`src/rtl/refclk_sel_pkg.sv`:
```
// ============================================================================
// refclk_sel_pkg : shared types and widths for the refclk output select ctrl
// Optional feature macro used by the top: REFCLK_SEL_PREEMPT_EN
// Revision: 1.0
// ============================================================================
`default_nettype none

package refclk_sel_pkg;

  localparam int NUM_CH = 4;
  localparam int SEL_W  = 2;
  localparam int CNT_W  = 8;
  localparam int HOLD_W = 16;

  typedef enum logic [1:0] {
    ST_IDLE    = 2'd0,
    ST_SEL     = 2'd1,
    ST_ACTIVE  = 2'd2,
    ST_RELEASE = 2'd3
  } state_e;

endpackage

`default_nettype wire

```
`src/rtl/rr_arb4.sv`:
```
// ============================================================================
// rr_arb4 : combinational 4-way round-robin picker, searching from last+1
// Revision: 1.0
// ============================================================================
`default_nettype none

module rr_arb4
  import refclk_sel_pkg::*;
(
  input  logic [NUM_CH-1:0] req,
  input  logic [SEL_W-1:0]  last,
  output logic              valid,
  output logic [SEL_W-1:0]  idx
);

  logic [SEL_W-1:0] cand;

  // Walk from farthest to nearest so the nearest set bit after last wins.
  always_comb begin
    valid = |req;
    idx   = last;
    cand  = '0;
    for (int k = NUM_CH; k >= 1; k--) begin
      cand = last + SEL_W'(k);
      if (req[cand]) begin
        idx = cand;
      end
    end
  end

endmodule

`default_nettype wire

```
`src/rtl/refclk_out_sel_ctrl.sv`:
```
// ============================================================================
// refclk_out_sel_ctrl : round-robin owner sequencing for the refclk output mux
// Build macro: REFCLK_SEL_PREEMPT_EN enables hold-time preemption.
// Revision: 1.0
// ============================================================================
`default_nettype none

module refclk_out_sel_ctrl
  import refclk_sel_pkg::*;
#(
  parameter int unsigned SETTLE_CYCLES   = 8,
  parameter int unsigned MAX_HOLD_CYCLES = 64
) (
  input  logic              CLK,
  input  logic              RST,
  input  logic [NUM_CH-1:0] REQ,
  output logic [NUM_CH-1:0] GNT,
  output logic [SEL_W-1:0]  RXRECCLK_SEL,
  output logic              CEB,
  output logic              BUSY
);

  localparam logic [CNT_W-1:0] c_settle = CNT_W'(SETTLE_CYCLES);

  state_e              state_q, state_d;
  logic [CNT_W-1:0]    cnt_q, cnt_d;
  logic [SEL_W-1:0]    last_q, last_d;
  logic [SEL_W-1:0]    sel_q, sel_d;
  logic [NUM_CH-1:0]   gnt_q, gnt_d;
  logic                ceb_q, ceb_d;
  logic                busy_q, busy_d;
  logic                arb_valid;
  logic [SEL_W-1:0]    arb_idx;
  logic                preempt;

  rr_arb4 u_arb (
    .req   (REQ),
    .last  (last_q),
    .valid (arb_valid),
    .idx   (arb_idx)
  );

`ifdef REFCLK_SEL_PREEMPT_EN
  localparam logic [HOLD_W-1:0] c_max_hold = HOLD_W'(MAX_HOLD_CYCLES);
  logic [HOLD_W-1:0] hold_q, hold_d;

  // Counts owner cycles; the first ACTIVE cycle already reads 1.
  always_comb begin
    hold_d = HOLD_W'(1);
    if (state_q == ST_ACTIVE) begin
      hold_d = (hold_q == '1) ? hold_q : hold_q + 1'b1;
    end
  end

  always_ff @(posedge CLK) begin
    if (RST) hold_q <= '0;
    else     hold_q <= hold_d;
  end

  assign preempt = (state_q == ST_ACTIVE) && (hold_q >= c_max_hold) &&
                   ((REQ & ~gnt_q) != '0);
`else
  logic unused_max_hold;
  assign unused_max_hold = ^MAX_HOLD_CYCLES;
  assign preempt         = 1'b0;
`endif

  always_comb begin
    state_d = state_q;
    cnt_d   = cnt_q;
    last_d  = last_q;
    sel_d   = sel_q;
    unique case (state_q)
      ST_IDLE: begin
        if (arb_valid) begin
          state_d = ST_SEL;
          sel_d   = arb_idx;
          cnt_d   = c_settle;
        end
      end
      ST_SEL: begin
        // An abort wins over a settle expiry in the same cycle.
        if (!REQ[sel_q]) begin
          state_d = ST_RELEASE;
          cnt_d   = c_settle;
        end else if (cnt_q == CNT_W'(1)) begin
          state_d = ST_ACTIVE;
          last_d  = sel_q;
        end else begin
          cnt_d = cnt_q - 1'b1;
        end
      end
      ST_ACTIVE: begin
        if (!REQ[sel_q] || preempt) begin
          state_d = ST_RELEASE;
          cnt_d   = c_settle;
        end
      end
      ST_RELEASE: begin
        if (cnt_q == CNT_W'(1)) state_d = ST_IDLE;
        else                    cnt_d   = cnt_q - 1'b1;
      end
      default: state_d = ST_IDLE;
    endcase

    ceb_d  = (state_d != ST_ACTIVE);
    gnt_d  = (state_d == ST_ACTIVE) ? (NUM_CH'(1) << sel_d) : '0;
    busy_d = (state_d == ST_SEL) || (state_d == ST_RELEASE);
  end

  always_ff @(posedge CLK) begin
    if (RST) begin
      state_q <= ST_IDLE;
      cnt_q   <= '0;
      last_q  <= SEL_W'(NUM_CH - 1);
      sel_q   <= '0;
      gnt_q   <= '0;
      ceb_q   <= 1'b1;
      busy_q  <= 1'b0;
    end else begin
      state_q <= state_d;
      cnt_q   <= cnt_d;
      last_q  <= last_d;
      sel_q   <= sel_d;
      gnt_q   <= gnt_d;
      ceb_q   <= ceb_d;
      busy_q  <= busy_d;
    end
  end

  assign GNT          = gnt_q;
  assign RXRECCLK_SEL = sel_q;
  assign CEB          = ceb_q;
  assign BUSY         = busy_q;

endmodule

`default_nettype wire

```
`config.mk`:
```
export PLATFORM = sky130hd
export DESIGN_NAME = refclk_out_sel_ctrl
export DESIGN_NICKNAME = d
export VERILOG_FILES = /design/src/rtl/refclk_sel_pkg.sv /design/src/rtl/rr_arb4.sv /design/src/rtl/refclk_out_sel_ctrl.sv
export SDC_FILE = /design/constraint.sdc
export NUM_CORES = 1
export LEC_CHECK = 0
export BUFFER_PORTS_ARGS = -buffer_cell sky130_fd_sc_hd__buf_4
export CORE_MARGIN = 4
export CORE_UTILIZATION = 30
export DETAILED_ROUTE_END_ITERATION = 8
export PLACE_DENSITY = 0.52
export SYNTH_ARGS = -nofsm -noshare
export SYNTH_HDL_FRONTEND = slang
export SYNTH_SLANG_ARGS = --single-unit
```
`constraint.sdc`:
```
create_clock -name CLK -period 5.2 [get_ports CLK]
set_input_delay 0.52 -clock CLK [delete_from_list [all_inputs] [get_ports CLK]]
set_output_delay 0.52 -clock CLK [all_outputs]
set_load 0.005 [all_outputs]
```
== Yosys cells after proc, flatten, opt, wreduce, memory -nomap -nowiden ==
Cells that the tools add are included.

* Bits of input ports: 6
* Logic and storage cells: 57
* Flip-flop bits (word level): 20

* Equality and inequality tests: 10
* $lt $le $gt $ge: 4
* Reductions and logical operators: 6
* Bitwise logic cells: 1
* Multiplexer cells: 24
* Shifts and indexed selects: 1
* Add/subtract/negate cells: 4

{| class="wikitable"
|+ Operator list
! cell !! number
|-
| 2-to-1 mux 8 bit || 4
|-
| case mux 8 bit (4 select lines) || 1
|-
| 2-to-1 mux 2 bit || 10
|-
| less-than comparator 2 x 3 -> 1 bit (second input constant) || 4
|-
| binary-select mux 1 bit (select 2 bit) || 4
|-
| equality test 2 bit (second input constant) || 4
|-
| equality test 8 x 1 -> 1 bit (second input constant) || 1
|-
| case mux 2 bit (4 select lines) || 1
|-
| subtractor 8 x 1 -> 8 bit (second input constant) || 1
|-
| inequality test 2 bit (second input constant) || 3
|-
| adder 2 bit (second input constant) || 2
|-
| equality test 2 x 1 -> 1 bit (second input constant) || 2
|-
| 2-to-1 mux 1 bit || 4
|-
| OR reduction 4 bit || 1
|-
| left shift 1 x 2 -> 4 bit (first input constant) || 1
|-
| AND reduction 3 bit || 1
|-
| adder 2 x 1 -> 2 bit (second input constant) || 1
|-
| logical NOT 2 bit || 1
|-
| AND reduction 2 bit || 1
|-
| OR reduction 2 bit || 1
|-
| logical OR 1 bit || 1
|-
| inverter 1 bit || 1
|}

== Logic depth before layout (Yosys ltp) ==
Gate-level depths: netlist of run 1.

* Depth in word-level cells: 9
* Depth in mapped cells: 7
* Gate-level depth less buffers: 7

== By module ==
Synthesis of run 1 repeated with hierarchy kept, for this count alone.

* Cells, all modules: 122
* Area, all modules: 1073.5 um^2

{| class="wikitable"
|+ Modules (own cells, without submodules)
! module !! cells an instance !! instances !! area an instance (um^2) !! seq. area each (um^2)
|-
| refclk_out_sel_ctrl || 110 || 1 || 987.2 || 380.4
|-
| rr_arb4 || 12 || 1 || 86.3 || 0.0
|}

== Worst setup path after synthesis of run 1 ==
Ideal clock, no wire load.

* Path kind: input-to-reg
* Start point: input REQ[3]
* End point: register cnt_q[3]
* Arrival time: 1740 ps
* Stages on the path: 4
* Slack: 3386 ps
* Buffers on the path: 0
* Data required time: 5126 ps
* Library setup time: 74 ps
* Cells stage by stage: mux4_2 mux2_4 a211o_1 a31oi_1

* Word-level cells in the longest chain between the ends: 4

{| class="wikitable"
|+ Ends and longest elaborated chain
! item !! RTL line !! source
|-
| from (decl) || refclk_out_sel_ctrl.sv:16 || <nowiki>input logic [NUM_CH-1:0] REQ,</nowiki>
|-
| binary-select mux 1 bit (select 2 bit) || refclk_out_sel_ctrl.sv:83, refclk_out_sel_ctrl.sv:94 ||
|-
| 2-to-1 mux 1 bit (not written as such) || refclk_out_sel_ctrl.sv:83, refclk_out_sel_ctrl.sv:94 ||
|-
| 2-to-1 mux 8 bit or inequality test 2 bit (tied branches) || - ||
|-
| case mux 8 bit (4 select lines) or AND reduction 2 bit (tied branches) || - ||
|-
| to (signal assigned) || refclk_out_sel_ctrl.sv:122 || <nowiki>cnt_q <= cnt_d;</nowiki>
|-
| to (decl) || refclk_out_sel_ctrl.sv:26 || <nowiki>logic [CNT_W-1:0] cnt_q, cnt_d;</nowiki>
|}

Parallel ways exist; a longest one is shown, timed or not. The select of a mux whose other input is x is not followed.
A chain may end at the register's enable or synchronous reset.

== Final worst setup path of run 1 ==
* Start point: register cnt_q[0]
* End point: register gnt_q[2] (netlist: GNT[2])

* Word-level cells in the longest chain between the ends: 7

{| class="wikitable"
|+ Ends and longest elaborated chain
! item !! RTL line !! source
|-
| equality test 8 x 1 -> 1 bit * || refclk_out_sel_ctrl.sv:86, refclk_out_sel_ctrl.sv:100 ||
|-
| 2-to-1 mux 2 bit || refclk_out_sel_ctrl.sv:86 || <nowiki>end else if (cnt_q == CNT_W'(1)) begin</nowiki>
|-
| 2-to-1 mux 2 bit || refclk_out_sel_ctrl.sv:83 || <nowiki>if (!REQ[sel_q]) begin</nowiki>
|-
| case mux 2 bit (4 select lines) * || refclk_out_sel_ctrl.sv:73 || <nowiki>unique case (state_q)</nowiki>
|-
| equality test 2 bit * || refclk_out_sel_ctrl.sv:107 || <nowiki>gnt_d = (state_d == ST_ACTIVE) ? (NUM_CH'(1) << sel_d) : '0;</nowiki>
|-
| inverter 1 bit (no line) * || - ||
|-
| OR reduction 2 bit (no line) * || - ||
|-
| to (signal assigned) || refclk_out_sel_ctrl.sv:125 || <nowiki>gnt_q <= gnt_d;</nowiki>
|-
| to (decl) || refclk_out_sel_ctrl.sv:29 || <nowiki>logic [NUM_CH-1:0] gnt_q, gnt_d;</nowiki>
|}

Every way passes the cells marked *; elsewhere a longest branch is shown, timed or not.

==> impl_metrics.json, run 1 <==
{
  "start_kind": "flip-flop",
  "dr.pass1.iters": 2,
  "io_pins": 14,
  "end_kind": "flip-flop",
  "drive_gt1_frac": 0.173,
  "syn_area_um2": 1010,
  "clk_pin_slew_ps": 100,
  "preCtsSetupSlack_ps": 3130,
  "worst_ep_arrival_time_ps": 2150,
  "worstPathRequired_ps": 5430,
  "multi_input_area_um2": 584,
  "mostFrequentLayoutCell": "dfxtp_1",
  "p_per_area_nw_per_um2": 302,
  "design_area_um2": 1170,
  "gp_congestion": 0.836,
  "topRoutingLayerUsed": "met4",
  "synthDominantCellAreaShare": 0.378,
  "slowest_stage": "nor4b_1",
  "drt_iter0_markers": 48,
  "portBuffers": 13,
  "criticalPathCategory": "flip-flop to flip-flop",
  "dr_wl_met3_um": 47,
  "final_nets": 136,
  "vdd_drop_max_uv": 91.6,
  "start_util": 0.322,
  "cap_violations": 0,
  "fill_cells": 333,
  "dr_total_vias": 890,
  "finalSetupViolations": 0,
  "track_usage": 0.106,
  "synth.largest_area_cell": "dfxtp_1",
  "drt-wirelength-per-cell_um": 12.7,
  "layout.cells.most_common_list": "dfxtp_1, buf_4, nor2_1, a211oi_1, a21oi_1",
  "grt_pass1_wl_um": 3590,
  "hold_violations": 0,
  "post_cts_resized": 0,
  "finalWorstSetupSlack_ps": 3270,
  "yosysUniqueCellTypes": 39,
  "worst_slew_pin_slew_ps": 723,
  "dp_hpwl_um": 1670,
  "ys_warn_count": 0,
  "synth_ff_type": "dfxtp_1",
  "fin_setup_tns_ps": 0,
  "grt_overflow": 0,
  "antenna_found_initial": 0,
  "grt_pass1_vias": 828,
  "core-area_um2": 3130,
  "crit_path_max_incr_delay_ps": 500,
  "regArea_um2": 380,
  "cts_sinks": 19,
  "syn_to_final_growth_pct": 16.4,
  "synth_nets": 122,
  "drc": 0,
  "yosysSeqAreaShare": 0.378,
  "cts_setup_buffers": 0,
  "fin_crit_ps": 1930,
  "synth_edf_count": 0,
  "placed_area_um2": 1140,
  "final_cells": 171,
  "ys_ff_latch": 19,
  "ant_nets": 0,
  "hp-class": "input pin to flip-flop",
  "r2r_cells": 6,
  "clock_latency_ps": 300,
  "rows": 20,
  "root_buffer": "clkbuf_4",
  "status": "finished, final reports clean",
  "hold_buffers": 0,
  "cts_tree": "built",
  "die_area_um2": 4340,
  "power_leakage_nw": 0.513,
  "drv_slew": 0,
  "placed_cells": 167,
  "cts-htree-levels": 1,
  "m1WireLength_um": 1040,
  "grt_max_degree": 13,
  "fin_hold_ws_ps": 498,
  "route.met2.wl_um": 1030,
  "die_x_um": 65.9,
  "antennaDiodeCount": 0,
  "synth_area_per_cell_um2": 8.82,
  "synth_area_leaders": "dfxtp_1, a211oi_1, a211o_1",
  "vias_per_cell": 5.20,
  "clk_path_buf_depth": 2,
  "fin_skew_ps": 4.40,
  "cp_max_fo": 6,
  "async_reset_ff_frac": 0,
  "finalCritPeriodShare": 0.370,
  "hold_path_depth": 2,
  "rsz0062_at_grt": "false",
  "drt_wl_total_um": 2170,
  "cts_made_buffers": 3,
  "max_freq_mhz": 519,
  "cp_cell_sequence": "ha_1, nor4b_1, a31oi_1, nor3b_1, inv_2, nor3_1",
  "slew_headroom": 0.514,
  "die_h_um": 65.9,
  "syn-instance-count": 114
}
## worst paths after layout
| check | slack [ps] | startpoint | end |
|---|---|---|---|
| worst max register to register | 3270 | cnt_q[0] | GNT[2] |
| worst min register to register | 510 | cnt_q[1] | cnt_q[1] |
| worst min-delay path | 500 | RST | state_q[1] |
| worst max-delay path | 3270 | cnt_q[0] | GNT[2] |
## worst max-delay path: cells and delay by family, from the launching register on
kind | cells | cell delay [ps]
flops | 1 | 450
fa+ha+maj | 1 | 190
buf+inv | 1 | 80
simple gates | 3 | 980
compound gates | 1 | 170
## routing by layer
layer  vias to the layer above  track usage
met5                         -            0
met4                         0       0.0622
met3                         6       0.0204
met2                        12        0.176
met1                       417        0.127
li1                        455            -
## where the power goes
part	total (mW)	internal [mW]	leakage, nW	switching, mW
registers	0.179	0.159	0.155	0.0208
logic	0.0998	0.0485	0.340	0.0513
clock network	0.0745	0.0287	0.0177	0.0459
total	0.354	0.236	0.513	0.118
## metrics by stage
stage	utilization	power, mW
2_1_floorplan	-	0.252
3_5_place_dp	0.366	0.283
4_1_cts	0.374	0.359
6_report	0.374	0.354
3_3_place_gp	0.366	0.282
5_1_grt	0.374	0.379
## sequential cells by signal, indices dropped and copies added, names as in the netlist
register,count
BUSY,1
CEB,1
GNT,4
RXRECCLK_SEL,2
cnt_q,8
last_q,2
state_q,1
## synthesized netlist by cell type, drive strengths merged, types with 2 or more instances
master and n:
nor2b 2, ha 2, nand2b 3, a21o 5
and3 2, nor3b 2, a211o 6, inv 7
or4 2, a31oi 3, dfxtp 19, or3 5
a21oi 7, nand2 3, a211oi 8, nor3 4
clkbuf 4, nor2 8, o21ai 4
## cell families (layout without fill, tap and decap cells)
logic type,after synthesis,count (layout),share of synthesized area
DFF,19,19,0.378
and+or+nand+nor,40,40,0.238
adders and majority gates,2,2,0.0249
buffers and inverters,11,24,0.0410
AOI/OAI and AO/OA,39,39,0.271
muxes,3,3,0.0473
## layout make-up
type | instances | share of cell area
Sequential cell | 19 | 0.325
Clock buffer | 3 | 0.0192
Timing Repair Buffer | 13 | 0.0833
Clock inverter | 1 | 0.00427
Multi-Input combinational cell | 84 | 0.499
Inverter | 7 | 0.0224
Tap cell | 44 | 0.0470
No activity file was read; power rests on OpenSTA's default activity.
==> run 2: changes to the inputs <==
- clock period: 5.2 -> 1.9 ns (I/O delays scaled with it)
==> run 2 against run 1 <==
Net effect: clock power rose to 2.9 times the previous value; sequential share of layout area down 1.6 points; via count up 1.9%; register-to-register slack worse by 3200 ps; worst hold slack worse by 340 ps; clock-buffer cell count unchanged; die area unchanged; clock skew down 2.3 ps; critical path depth down 2; highest routed layer unchanged; combinational power rose to 3.1 times the previous value; utilization up 2.1 points.
==> impl_metrics.json, run 2 (synthesis gave the netlist of run 1 again) <==
{
  "layout.cells.most_common_list": "buf_4, dfxtp_1, nor2_1",
  "cp_max_fo": 6,
  "drc": 0,
  "fin_setup_tns_ps": 0,
  "drt_iter0_markers": 40,
  "p_total_mw": 1.01,
  "crit_path_max_incr_delay_ps": 540,
  "antennaDiodeCount": 0,
  "die_area_um2": 4340,
  "cts_made_buffers": 3,
  "hp-class": "input pin to flip-flop",
  "io_pins": 14,
  "portBuffers": 13,
  "design_area_um2": 1240,
  "grt_pass1_vias": 804,
  "grt_overflow": 0,
  "placed_area_um2": 1190,
  "worst_ep_arrival_time_ps": 2040,
  "cts_setup_buffers": 0,
  "slowest_stage": "mux4_2",
  "mostFrequentLayoutCell": "buf_4",
  "end_kind": "flip-flop",
  "root_buffer": "clkbuf_4",
  "dr_total_vias": 907,
  "fin_crit_ps": 1800,
  "clock_latency_ps": 300,
  "cap_violations": 0,
  "final_core_util": 0.395,
  "regMostFlops": "cnt_q",
  "fill_cells": 334,
  "clk_pin_slew_ps": 120,
  "worstPathRequired_ps": 2140,
  "cts_sinks": 19,
  "die_h_um": 65.9,
  "r2r_cells": 4,
  "finalWorstSetupSlack_ps": 104,
  "drt-wirelength-per-cell_um": 12.7,
  "fin_skew_ps": 2.08,
  "power_leakage_nw": 0.547,
  "start_kind": "flip-flop",
  "start_util": 0.322,
  "vdd_drop_max_uv": 282,
  "regArea_um2": 382,
  "r2r-start": "RXRECCLK_SEL[0]",
  "worst_slew_pin_slew_ps": 373,
  "dp_hpwl_um": 1660,
  "rows": 20,
  "placed_cells": 173,
  "final_nets": 142,
  "syn_to_final_growth_pct": 22.9,
  "final_cells": 177,
  "grt_max_degree": 13,
  "largest_reg_flops": 8,
  "finalSetupViolations": 0,
  "preCtsSetupSlack_ps": 101,
  "finalCritPeriodShare": 0.945,
  "dr.pass1.iters": 4,
  "drive_gt1_frac": 0.248,
  "whs_endpoint": "cnt_q[1]",
  "max_freq_mhz": 557,
  "criticalPathCategory": "flip-flop to flip-flop",
  "hold_buffers": 0,
  "cts-htree-levels": 1,
  "post_cts_resized": 0,
  "status": "finished, final reports clean",
  "fin_hold_ws_ps": 155,
  "r2r-end": "cnt_q[3]",
  "slew_headroom": 0.750,
  "worstHoldStart": "RST",
  "core-area_um2": 3130,
  "antenna_found_initial": 0,
  "hold_violations": 0,
  "drt_wl_total_um": 2240,
  "die_x_um": 65.9,
  "clk_path_buf_depth": 2,
  "grt_pass1_wl_um": 3720,
  "ff2ff_setup_slack_ps": 100,
  "ant_nets": 0,
  "multi_input_area_um2": 603,
  "drv_slew": 0,
  "cts_tree": "built",
  "cp_cell_sequence": "mux4_2, mux2_4, a211o_1, a31oi_1",
  "rsz0062_at_grt": "false",
  "p_per_area_nw_per_um2": 820,
  "vias_per_cell": 5.12,
  "hold_path_depth": 2,
  "gp_congestion": 0.786,
  "track_usage": 0.114
}
==> run 2: cell type report <==
type                    instances  share of cell area
well taps                      44              0.0445
inverters                       7              0.0213
clock buffers                   3              0.0182
repair buffers                 19               0.115
flip-flops and latches         19               0.309
multi-input cells              84               0.488
clock inverters                 1             0.00405
==> run 2: worst max-delay path: cells and delay by family (launching register included) <==
family         cells  cell delay (ps)
multiplexers       2              840
AO/OA/AOI/OAI      2              450
flip-flops         1              450
==> run 2: worst max path at each step <==
| stage | from | to | cells past startpoint |
|---|---|---|---|
| 6_report | RXRECCLK_SEL[0] | cnt_q[3] | 4 |
| 5_1_grt | cnt_q[1] | cnt_q[6] | 6 |
| 4_1_cts | cnt_q[0] | cnt_q[6] | 6 |
| 3_5_place_dp | cnt_q[0] | cnt_q[6] | 6 |
| 3_3_place_gp | RXRECCLK_SEL[0] | cnt_q[3] | 4 |
| 2_1_floorplan | RXRECCLK_SEL[0] | cnt_q[3] | 4 |
==> run 2: per-layer routing <==
layer	global-route usage	wire [µm]	up-vias	share of wire
li1	-	-	474	-
met1	0.156	1130	416	0.51
met2	0.164	995	15	0.44
met3	0.0306	95	2	0.042
met4	0.0544	19	0	0.0085
met5	0	0	-	0
==> run 2: power by group <==
| group | leakage, nW | switching, mW | total, mW | internal (mW) |
|---|---|---|---|---|
| clock | 0.0177 | 0.135 | 0.214 | 0.0785 |
| sequential | 0.156 | 0.0514 | 0.486 | 0.435 |
| combinational | 0.373 | 0.155 | 0.314 | 0.159 |
==> run 3: changes to the inputs <==
- CORE_ASPECT_RATIO: default -> 1.4
==> run 3 against run 2 <==
Net effect: critical endpoint is now cnt_q[6]; register-to-register slack got worse by 20 ps; largest power group unchanged; fmax decreased by 1.1%; critical path type unchanged; via count increased by 3.5%.
==> impl_metrics.json, run 3 (synthesis gave the netlist of run 1 again) <==
{
  "status": "finished, final reports clean",
  "drt-wirelength-per-cell_um": 13.6,
  "pwr-share-comb": 0.281,
  "grtUsageMet2": 0.191,
  "fin_crit_ps": 1820,
  "layout.cells.most_common_list": "dfxtp_1, buf_4, nor2_1, a211oi_1, a21oi_1",
  "start_util": 0.316,
  "start_kind": "flip-flop",
  "ant_nets": 0,
  "design_area_um2": 1220,
  "placed_cells": 167,
  "vias_per_cell": 5.49,
  "end_kind": "flip-flop",
  "track_usage": 0.110,
  "root_buffer": "clkbuf_8",
  "switchingPower_mw": 0.333,
  "io_pins": 14,
  "cts_made_buffers": 3,
  "worst_ep_arrival_time_ps": 2020,
  "clock_latency_ps": 250,
  "hold_buffers": 0,
  "largest_reg_flops": 8,
  "clk_path_buf_depth": 2,
  "pwr-share-seq": 0.460,
  "drt_iter0_markers": 13,
  "multi_input_area_um2": 587,
  "cts-htree-levels": 1,
  "max_freq_mhz": 551,
  "core-area_um2": 3180,
  "clk_pin_slew_ps": 70,
  "dr.pass1.iters": 4,
  "fill_cells": 358,
  "slew_headroom": 0.721,
  "drive_gt1_frac": 0.220,
  "pwr-share-clk": 0.259,
  "rows": 24,
  "dr_total_vias": 939,
  "cts_tree": "built",
  "grt_max_degree": 13,
  "finalCritPeriodShare": 0.956,
  "swShare": 0.313,
  "criticalPathCategory": "flip-flop to flip-flop",
  "antenna_found_initial": 0,
  "cap_violations": 0,
  "cp_cell_sequence": "inv_1, ha_1, or3b_4, or4_1, a211oi_1, a21o_1",
  "portBuffers": 13,
  "cts_setup_buffers": 0,
  "cts_sinks": 19,
  "p_per_area_nw_per_um2": 870,
  "slowest_stage": "or3b_4",
  "final_nets": 141,
  "p_total_mw": 1.07,
  "r2r_cells": 6,
  "use_met1": 0.126,
  "ff2ff_setup_slack_ps": 80,
  "drv_slew": 0,
  "die_x_um": 56.9,
  "drt_wl_total_um": 2330,
  "drc": 0,
  "gp_congestion": 0.738,
  "vdd_drop_max_uv": 389,
  "rsz0062_at_grt": "false",
  "r2r-start": "cnt_q[1]",
  "final_cells": 171,
  "fin_setup_tns_ps": 0,
  "worst_slew_pin_slew_ps": 416,
  "finalSetupViolations": 0,
  "hold_violations": 0,
  "worstPathRequired_ps": 2100,
  "internal_power_mw": 0.733,
  "die_h_um": 76.5,
  "cp-endpoint": "cnt_q[6]",
  "regArea_um2": 382,
  "hp-class": "input pin to flip-flop",
  "syn_to_final_growth_pct": 21.8,
  "placed_area_um2": 1170,
  "crit_path_max_incr_delay_ps": 400,
  "grt_pass1_wl_um": 3930,
  "cp_max_fo": 4,
  "met3_usage": 0.0186,
  "grt_pass1_vias": 891,
  "regMostFlops": "cnt_q",
  "dp_hpwl_um": 1790,
  "die_area_um2": 4360,
  "busiest_layer": "met2",
  "grt_overflow": 0,
  "power_leakage_nw": 0.546,
  "fin_skew_ps": 4.80,
  "r2r-end": "cnt_q[6]",
  "antennaDiodeCount": 0,
  "cp-startpoint": "cnt_q[1]"
}
[run 3: changes by cell type in the layout (fill, tap and decap cells not counted)]
cell | before | now
clkbuf_4 | 3 | 0
nor3b_2 | 2 | 1
nor4b_1 | 0 | 1
nor4b_2 | 1 | 0
buf_4 | 19 | 18
a211oi_1 | 7 | 8
clkbuf_8 | 0 | 3
a211oi_2 | 1 | 0
nor3b_1 | 0 | 1
[run 3: per-layer routing]
layer / routed length, µm / up-vias
met5: 0 / -
met4: 43 / 0
met3: 55 / 6
met2: 1200 / 11
met1: 1030 / 458
li1: - / 464
[run 3: layout make-up]
class	count	share of cell area
clock buffer	3	0.0337
clock inverter	1	0.00409
inverter	7	0.0215
multi-input combinational	84	0.479
sequential	19	0.312
tap	39	0.0398
timing repair buffer	18	0.110
[run 3: through the flow]
step	hold WS, ps	utilization	worst slack, ps
floorplan	443	-	136
global placement	478	0.369	88.6
detailed placement	485	0.369	89.6
CTS	206	0.384	74.7
global route	218	0.385	2.26
finish	212	0.385	84.2
[run 3: critical path, delay by kind of cell, from the launching register on]
family / cells / cell delay [ps]
fa+ha+maj: 1 / 170
buf+inv: 1 / 90
flops: 1 / 340
simple gates: 2 / 800
compound gates: 2 / 370
[run 3: timing repair]
| action | in CTS | in global routing |
|---|---|---|
| hold endpoints to repair | 0 | 0 |
| resized for setup | 0 | 2 |
| setup endpoints to repair | 0 | 3 |
[run 3: how the worst min path moves through the flow]
stage | startpoint | end | slack, ps | cells past startpoint
final | RST | cnt_q[3] | 210 | 2
after global routing | RST | BUSY | 220 | 2
after CTS | RST | cnt_q[3] | 210 | 2
after detailed placement | RST | RXRECCLK_SEL[0] | 490 | 2
after global placement | cnt_q[1] | cnt_q[1] | 480 | 2
after floorplan | RST | cnt_q[6] | 440 | 2
[run 3: power by group through the flow]
stage	registers [mW]	logic [mW]	clock network, mW
2_1_floorplan	0.473	0.217	0
3_3_place_gp	0.496	0.290	0
3_5_place_dp	0.498	0.293	0
4_1_cts	0.488	0.294	0.290
5_1_grt	0.498	0.336	0.307
6_report	0.491	0.300	0.276
